File: config.mk
export PLATFORM = sky130hd
export DESIGN_NAME = nibble_deserializer
export DESIGN_NICKNAME = d
export VERILOG_FILES = /design/src/rtl/nib_pkg.sv /design/src/rtl/nib_fifo.sv /design/src/rtl/nibble_deserializer.sv
export SDC_FILE = /design/constraint.sdc
export NUM_CORES = 1
export LEC_CHECK = 0
export ABC_AREA = 1
export CAP_MARGIN = 20
export CORE_ASPECT_RATIO = 0.6
export CORE_MARGIN = 3
export CORE_UTILIZATION = 30
export DETAILED_ROUTE_END_ITERATION = 10
export PLACE_DENSITY_LB_ADDON = 0.1
export RECOVER_POWER = 50
export SYNTH_ARGS = -nofsm -noshare
export SYNTH_HDL_FRONTEND = slang
export SYNTH_SLANG_ARGS = --single-unit
File: constraint.sdc
create_clock -name clk -period 2.55 [get_ports clk]
set_input_delay 0.51 -clock clk [delete_from_list [all_inputs] [get_ports clk]]
set_output_delay 0.51 -clock clk [all_outputs]
set_load 0.1 [all_outputs]
File: src/rtl/nib_pkg.sv
// Shared types for the nibble deserializer: nibble width, nibble type and FSM states.
package nib_pkg;
    localparam int NIB_W = 4;
    typedef logic [NIB_W-1:0] nib_t;
    typedef enum logic {IDLE, COLLECT} des_state_e;
endpackage

File: src/rtl/nib_fifo.sv
// Synchronous nibble FIFO; a push into a full FIFO is accepted only when a pop frees a slot that same cycle.
module nib_fifo
    import nib_pkg::*;
#(
    parameter int DEPTH = 2
) (
    input  logic clk,
    input  logic rst,
    input  logic push,
    input  nib_t push_data,
    input  logic pop,
    output logic full,
    output logic empty,
    output nib_t head
);
    localparam int AW = (DEPTH > 1) ? $clog2(DEPTH) : 1;

    nib_t        mem [DEPTH];
    logic [AW:0] wr_ptr;
    logic [AW:0] rd_ptr;
    logic        do_push;
    logic        do_pop;

    // Extra pointer bit tells full apart from empty when the indices match.
    assign empty   = (wr_ptr == rd_ptr);
    assign full    = (wr_ptr[AW] != rd_ptr[AW]) && (wr_ptr[AW-1:0] == rd_ptr[AW-1:0]);
    assign do_pop  = pop && !empty;
    assign do_push = push && (!full || do_pop);
    assign head    = empty ? '0 : mem[rd_ptr[AW-1:0]];

    always_ff @(posedge clk or posedge rst) begin
        if (rst) begin
            wr_ptr <= '0;
            rd_ptr <= '0;
        end else begin
            if (do_push) wr_ptr <= wr_ptr + 1'b1;
            if (do_pop)  rd_ptr <= rd_ptr + 1'b1;
        end
    end

    always_ff @(posedge clk) begin
        if (do_push) mem[wr_ptr[AW-1:0]] <= push_data;
    end
endmodule

File: src/rtl/nibble_deserializer.sv
// Framed serial-to-nibble front end: assembles 4-bit nibbles, buffers them and
// presents them on a valid/ready port, with sticky error flags and a nibble counter.
module nibble_deserializer
    import nib_pkg::*;
#(
    parameter int DEPTH     = 2,
    parameter int MSB_FIRST = 0,
    parameter int CNT_W     = 8
) (
    input  logic             clk,
    input  logic             rst,
    input  logic             s_valid,
    input  logic             s_bit,
    input  logic             s_sof,
    input  logic             clear,
    output logic             m_valid,
    input  logic             m_ready,
    output logic [3:0]       m_data,
    output logic             overflow,
    output logic             frag,
    output logic [CNT_W-1:0] nib_count
);
    des_state_e state;
    logic [1:0] bit_cnt;
    nib_t       shreg;
    logic [1:0] slot;
    logic [1:0] first_slot;
    logic       push_req;
    nib_t       push_data;
    logic       full;
    logic       empty;
    logic       pop;
    logic       accepted;
    logic       dropped;
    logic       frag_set;

    // Bit position within the nibble, mirrored for MSB-first streams.
    assign slot       = (MSB_FIRST != 0) ? ~bit_cnt : bit_cnt;
    assign first_slot = (MSB_FIRST != 0) ? 2'd3 : 2'd0;

    always_comb begin
        push_req  = 1'b0;
        push_data = shreg;
        if (state == COLLECT && s_valid && !s_sof && bit_cnt == 2'd3) begin
            push_req        = 1'b1;
            push_data[slot] = s_bit;
        end
    end

    always_ff @(posedge clk or posedge rst) begin
        if (rst) begin
            state   <= IDLE;
            bit_cnt <= 2'd0;
            shreg   <= '0;
        end else if (s_valid) begin
            case (state)
                IDLE: begin
                    if (s_sof) begin
                        shreg             <= '0;
                        shreg[first_slot] <= s_bit;
                        bit_cnt           <= 2'd1;
                        state             <= COLLECT;
                    end
                end
                COLLECT: begin
                    // A start-of-frame always restarts assembly with this bit as bit 0.
                    if (s_sof) begin
                        shreg             <= '0;
                        shreg[first_slot] <= s_bit;
                        bit_cnt           <= 2'd1;
                    end else if (bit_cnt == 2'd3) begin
                        shreg   <= '0;
                        bit_cnt <= 2'd0;
                    end else begin
                        shreg[slot] <= s_bit;
                        bit_cnt     <= bit_cnt + 2'd1;
                    end
                end
                default: state <= IDLE;
            endcase
        end
    end

    assign m_valid  = !empty;
    assign pop      = m_valid && m_ready;
    assign accepted = push_req && (!full || pop);
    assign dropped  = push_req && full && !pop;
    assign frag_set = (state == COLLECT) && s_valid && s_sof && (bit_cnt != 2'd0);

    nib_fifo #(.DEPTH(DEPTH)) u_fifo (
        .clk       (clk),
        .rst       (rst),
        .push      (push_req),
        .push_data (push_data),
        .pop       (pop),
        .full      (full),
        .empty     (empty),
        .head      (m_data)
    );

    // clear wins over any same-cycle flag set or count increment.
    always_ff @(posedge clk or posedge rst) begin
        if (rst) begin
            overflow  <= 1'b0;
            frag      <= 1'b0;
            nib_count <= '0;
        end else if (clear) begin
            overflow  <= 1'b0;
            frag      <= 1'b0;
            nib_count <= '0;
        end else begin
            if (dropped)  overflow  <= 1'b1;
            if (frag_set) frag      <= 1'b1;
            if (accepted) nib_count <= nib_count + CNT_W'(1);
        end
    end
endmodule

== Yosys cells after proc, flatten, opt, wreduce, memory -nomap -nowiden ==
Memory sizes are Yosys's and may differ from the RTL's.
Cells that the tools add are included.

* Output and inout port bits: 15
* Bits in latches: 0
* Memories: 1
* Bits of input ports: 7
* Word-level logic and storage cells: 69
* RAM bits: 8
* Bits in read-only memories: 0
* Register bits after elaboration: 21

{| class="wikitable"
|+ Memories
! memory !! depth !! bits a word !! rd ports !! clocked after memory_dff !! write ports !! line !! source
|-
| u_fifo.mem || 2 || 4 || 1 || 0 || 1 || nib_fifo.sv:18 || <nowiki>nib_t mem [DEPTH];</nowiki>
|}

* Order comparisons: 2
* Shifts and indexed selects: 0
* $mul: 0
* Equality and inequality tests: 5
* Multiplexer cells: 24
* Reduce and logical (&&, ||, !) cells: 24
* $add $sub $neg: 4
* Div/mod/pow operators: 0
* Bitwise logic cells: 1

{| class="wikitable"
|+ Operators by type and width
! operator !! number
|-
| 4-bit 2-to-1 mux || 5
|-
| 8-bit 2-to-1 mux || 2
|-
| 1-bit logical AND || 13
|-
| 1-bit 2-to-1 mux || 10
|-
| 8-bit by 1-bit adder with 8-bit output, second input constant || 1
|-
| 4-bit one-hot mux with 2 select lines || 1
|-
| 2-bit nonzero test || 4
|-
| 2-bit by 1-bit adder with 2-bit output, second input constant || 3
|-
| 2-bit 2-to-1 mux || 3
|-
| 4-bit bitwise mux || 1
|-
| 1-bit zero test || 4
|-
| 2-bit one-hot mux with 2 select lines || 1
|-
| 2-bit by 3-bit < comparator with 1-bit output, second input constant || 1
|-
| 1-bit demux with 2-bit select || 1
|-
| 2-bit equality test || 1
|-
| 2-bit equality test, second input constant || 1
|-
| 2-bit by 1-bit >= comparator with 1-bit output, second input constant || 1
|-
| 1-bit logical OR || 2
|-
| 2-bit inequality test, second input constant || 1
|-
| 2-bit AND reduction || 1
|-
| 1-bit equality test || 1
|-
| 1-bit inequality test || 1
|-
| 1-bit inverter || 1
|}

== Longest topological paths before layout ==
* Word-level depth: 8
* Depth in mapped cells: 8

== Cells and area by module ==
From an unflattened synthesis, not the netlist that was laid out.

* Cells, all modules: 196
* Area total of the unflattened synthesis: 1637.8 µm²

{| class="wikitable"
|+ By module, submodules not included
! module !! cells an instance !! times used !! area each (µm²)
|-
| nibble_deserializer || 133 || 1 || 1019.7
|-
| nib_fifo || 63 || 1 || 618.1
|}

== Least setup slack after synthesis ==
No wires, ideal clock.

* Kind: register to output
* From: register u_fifo.rd_ptr[0]
* To: output port m_data[0]
* Required time: 2040 ps
* Arrival: 2247 ps
* Path slack: -207 ps
* Stages on the path, launching flop included: 7
* Cell sequence: dfrtp_1 -> inv_2 -> nand2_2 -> nand2_2 -> inv_1 -> nor2_1 -> a21oi_1

* Cells in the longest elaborated chain, start to end: 2
* Elaborated cells between the ends (all ways): 3
* Those cells by class: 1 x eq/ne; 1 x mux; 1 x memory

{| class="wikitable"
|+ RTL lines
! element !! line !! source
|-
| start: declaration || nib_fifo.sv:20 || <nowiki>logic [AW:0] rd_ptr;</nowiki>
|-
| start signal: assignment || nib_fifo.sv:37 || <nowiki>if (do_pop) rd_ptr <= rd_ptr + 1'b1;</nowiki>
|-
| memory 2 x 4 bit / 2-bit equality test (equally long branches) || n/a ||
|-
| 4-bit 2-to-1 mux (*) || nib_fifo.sv:29 || <nowiki>assign head = empty ? '0 : mem[rd_ptr[AW-1:0]];</nowiki>
|-
| end: declaration || nibble_deserializer.sv:18 || <nowiki>output logic [3:0] m_data,</nowiki>
|}

Mark *: on every way between the ends. The rest lies on a longest branch, timed or not.

== Worst setup path in the final report ==
* From: register u_fifo.rd_ptr[0]
* To: output port m_data[1]

The elaborated chain is that of the path after synthesis.

==> flow_metrics.tcl <==
set metrics [dict create \
    outcome "finished clean" \
    cts_hold_buf 0 \
    ctsHtreeMaxLevel 2 \
    grt_start_max_net_pins 22 \
    relSlewSlack_pct 21.6 \
    grt_pass1_wl_um 5680 \
    io_pins 22 \
    cts_sinks 29 \
    p_leak_nw 0.878 \
    post-dp-hpwl_um 2520 \
    drv_cap 0 \
    clk_pin_slew_ns 0.06 \
    drive_gt1_share_pct 12.1 \
    n_antenna_cell 0 \
    hold_class "reg2reg" \
    drt_iter0_markers 58 \
    timing.final.crit_share_pct 86.4 \
    hold_viol 0 \
    synth.distinct_cells 28 \
    synth_commonest_cells "nand2_1 (53), inv_1 (22), dfrtp_1 (21), nor2_1 (17), nand3_1 (15)" \
    antenna_found_initial 0 \
    synth_top_area_share_pct 33.8 \
    async_flop_share_pct 72.4 \
    p_per_area_mw_per_mm2 1020 \
    pwr-share-comb_pct 51.1 \
    path_buf_inv 3 \
    synthCells 187 \
    die_h_um 61.8 \
    initial_utilization_pct 32.5 \
    gp_congestion 0.759 \
    p_sw_mw 0.929 \
    drc 0 \
    crit_path_max_incr_delay_ns 0.45 \
    finalClockSkew_ns 0.00448 \
    start_kind "register" \
    switching_share_pct 48.0 \
    fin_area_mm2 0.00190 \
    rows 19 \
    final_net_count 226 \
    p_int_mw 1.01 \
    fp.coreArea_mm2 0.00478 \
    post_cts_resized 0 \
    holdWs_ns 0.505 \
    rsz0062_at_grt "no" \
    vdd_ir_drop_max_uv 428 \
    place_area_mm2 0.00185 \
    syn_area_mm2 0.00156 \
    first_global_vias 1203 \
    syn_nets 199 \
    max_freq_mhz 454 \
    pwr-share-clk_pct 18.7 \
    wire_per_inst_um 12.0 \
    die_x_um 99.0 \
    insertion_delay_ns 0.28 \
    clock-root-buffer "clkbuf_8" \
    crit_path_top_delay_cell "dfrtp_1" \
    portBuffers 21 \
    area_delta_synth_final_pct 22.3 \
    cts_tree "yes" \
    gr-usage-all-layers_pct 12.3 \
    synth.most_common_cell "nand2_1" \
    p_seq_share_pct 30.2 \
    timing.critical_path.to_type "output pin" \
    cts_setup_buffers 0 \
    clk_path_buf_depth 2 \
    synth_edf_count 8 \
    required_ns 2.04 \
    synth_top_area_cell "dfrtp_1" \
    synth_area_per_cell_um2 8.32 \
    finalSetupViolCount 0 \
    fill_cells 492 \
    cp_top_family "buffers and inverters" \
    ys_seq_elements 29 \
    power.total_mw 1.94 \
    routed_wl_um 3340 \
    ys_seq_area_share_pct 49.2 \
    final_antenna_net_count 0 \
    grt.overflow.total 0 \
    first_pass_iters 4 \
    arrival_ns 1.69 \
    viasPerCell 4.60 \
    cts-buffers-inserted 5 \
    critPathKind "reg2out" \
    yosysWarnings 0 \
    period_needed_ns 2.20 \
    vias 1280 \
    synth_area_leaders "dfrtp_1 (34%), edfxtp_1 (15%), nand2_1 (13%), inv_1 (5.3%), nand3_1 (4.8%)" \
    finalMaxSlewViolations 0 \
    path_cells "inv_1, nand2_2, nand2_2, inv_1, nor2_1, a21oi_1, buf_12" \
    tightest_slew_ns 1.18 \
    cp_max_fo 7 \
    die_area_mm2 0.00611 \
    synthFlopType "dfrtp_1" \
]
==> final cells by class <==
cell class	count	area, um2	area share, %
clock inverter	2	10.0	0.526
multi-input combinational	131	666	35.0
sequential	29	766	40.3
timing repair buffer	24	223	11.7
inverter	23	86.3	4.54
clock buffer	6	72.6	3.82
tap	63	78.8	4.14
==> power by group through the flow <==
stage	registers (mW)	logic [mW]	clock network [mW]
after floorplan	0.610	0.699	0
after global placement	0.594	0.988	0
after detailed placement	0.597	1.00	0
final	0.585	0.989	0.363
after CTS	0.588	1.01	0.377
after global routing	0.596	1.06	0.397
==> registers in the layout, indices dropped and copies added, names as in the netlist <==
signal and count:
bit_cnt 2, frag 1, nib_count 8, overflow 1, shreg 4, state 1
u_fifo.mem 8, u_fifo.rd_ptr 2, u_fifo.wr_ptr 2
==> path summary, 6_finish.rpt <==
| path | startpoint | to | slack, ns | cells past startpoint |
|---|---|---|---|---|
| max reg2reg | bit_cnt[1]$_DFFE_PP0P_ | u_fifo.mem[1][2]$_DFFE_PP_ | 0.62 | 5 |
| max | u_fifo.rd_ptr[0]$_DFFE_PP0P_ | m_data[1] | 0.35 | 7 |
| min in group asynchronous | rst | state$_DFFE_PP0P_ | 1.04 | 3 |
| max in group asynchronous | rst | shreg[2]$_DFFE_PP0P_ | 0.81 | 3 |
| min | shreg[3]$_DFFE_PP0P_ | shreg[3]$_DFFE_PP0P_ | 0.51 | 2 |
| min reg2reg | shreg[3]$_DFFE_PP0P_ | shreg[3]$_DFFE_PP0P_ | 0.51 | 2 |
==> worst register-to-register path: stages (launching register included) <==
cell and delay, ns:
dfrtp_1 0.38, ha_1 0.19, inv_1 0.08, nor3_1 0.40
nand2_4 0.19, nor2_1 0.36
==> kinds of logic after synthesis <==
group	after synthesis	share of synthesized area (%)
AO/OA/AOI/OAI	24	8.45
flip-flops	29	49.2
adder cells (fa/ha/maj)	5	4.02
XOR/XNOR	4	2.25
buffers and inverters	27	7.24
AND/OR/NAND/NOR	98	28.8
==> layer usage <==
layer  global-route usage, %  part of all wire (%)  up-vias  wire, um
met2                    17.6                    39       32      1320
met5                       0                     0        -         0
met1                    17.3                    54      585      1790
met4                    5.25                   1.2        0        41
met3                    4.01                   5.6        3       188
li1                        -                     -      660         -
==> stage by stage <==
step | utilization (%) | setup TNS [ns] | std cells | worst slack (ns)
detailed placement | 38.8 | 0 | 270 | 0.366
floorplan | - | -0.826 | 187 | -0.207
global route | 39.8 | 0 | 278 | 0.183
CTS | 40.5 | 0 | 278 | 0.365
global placement | 38.8 | 0 | 270 | 0.447
finish | 39.8 | 0 | 278 | 0.347
==> placed cells by master (no fill, tap or decap), types with 4 or more instances in the layout <==
master    instances
clkbuf_8          5
buf_12            4
o21ai_0          12
buf_4             8
edfxtp_1          8
nor2_1           17
a21oi_1           7
nand3_1          15
inv_1            23
ha_1              5
nand2_1          53
dfrtp_1          21
clkbuf_1          7
Note: power is estimated with default switching activity, not from simulation.
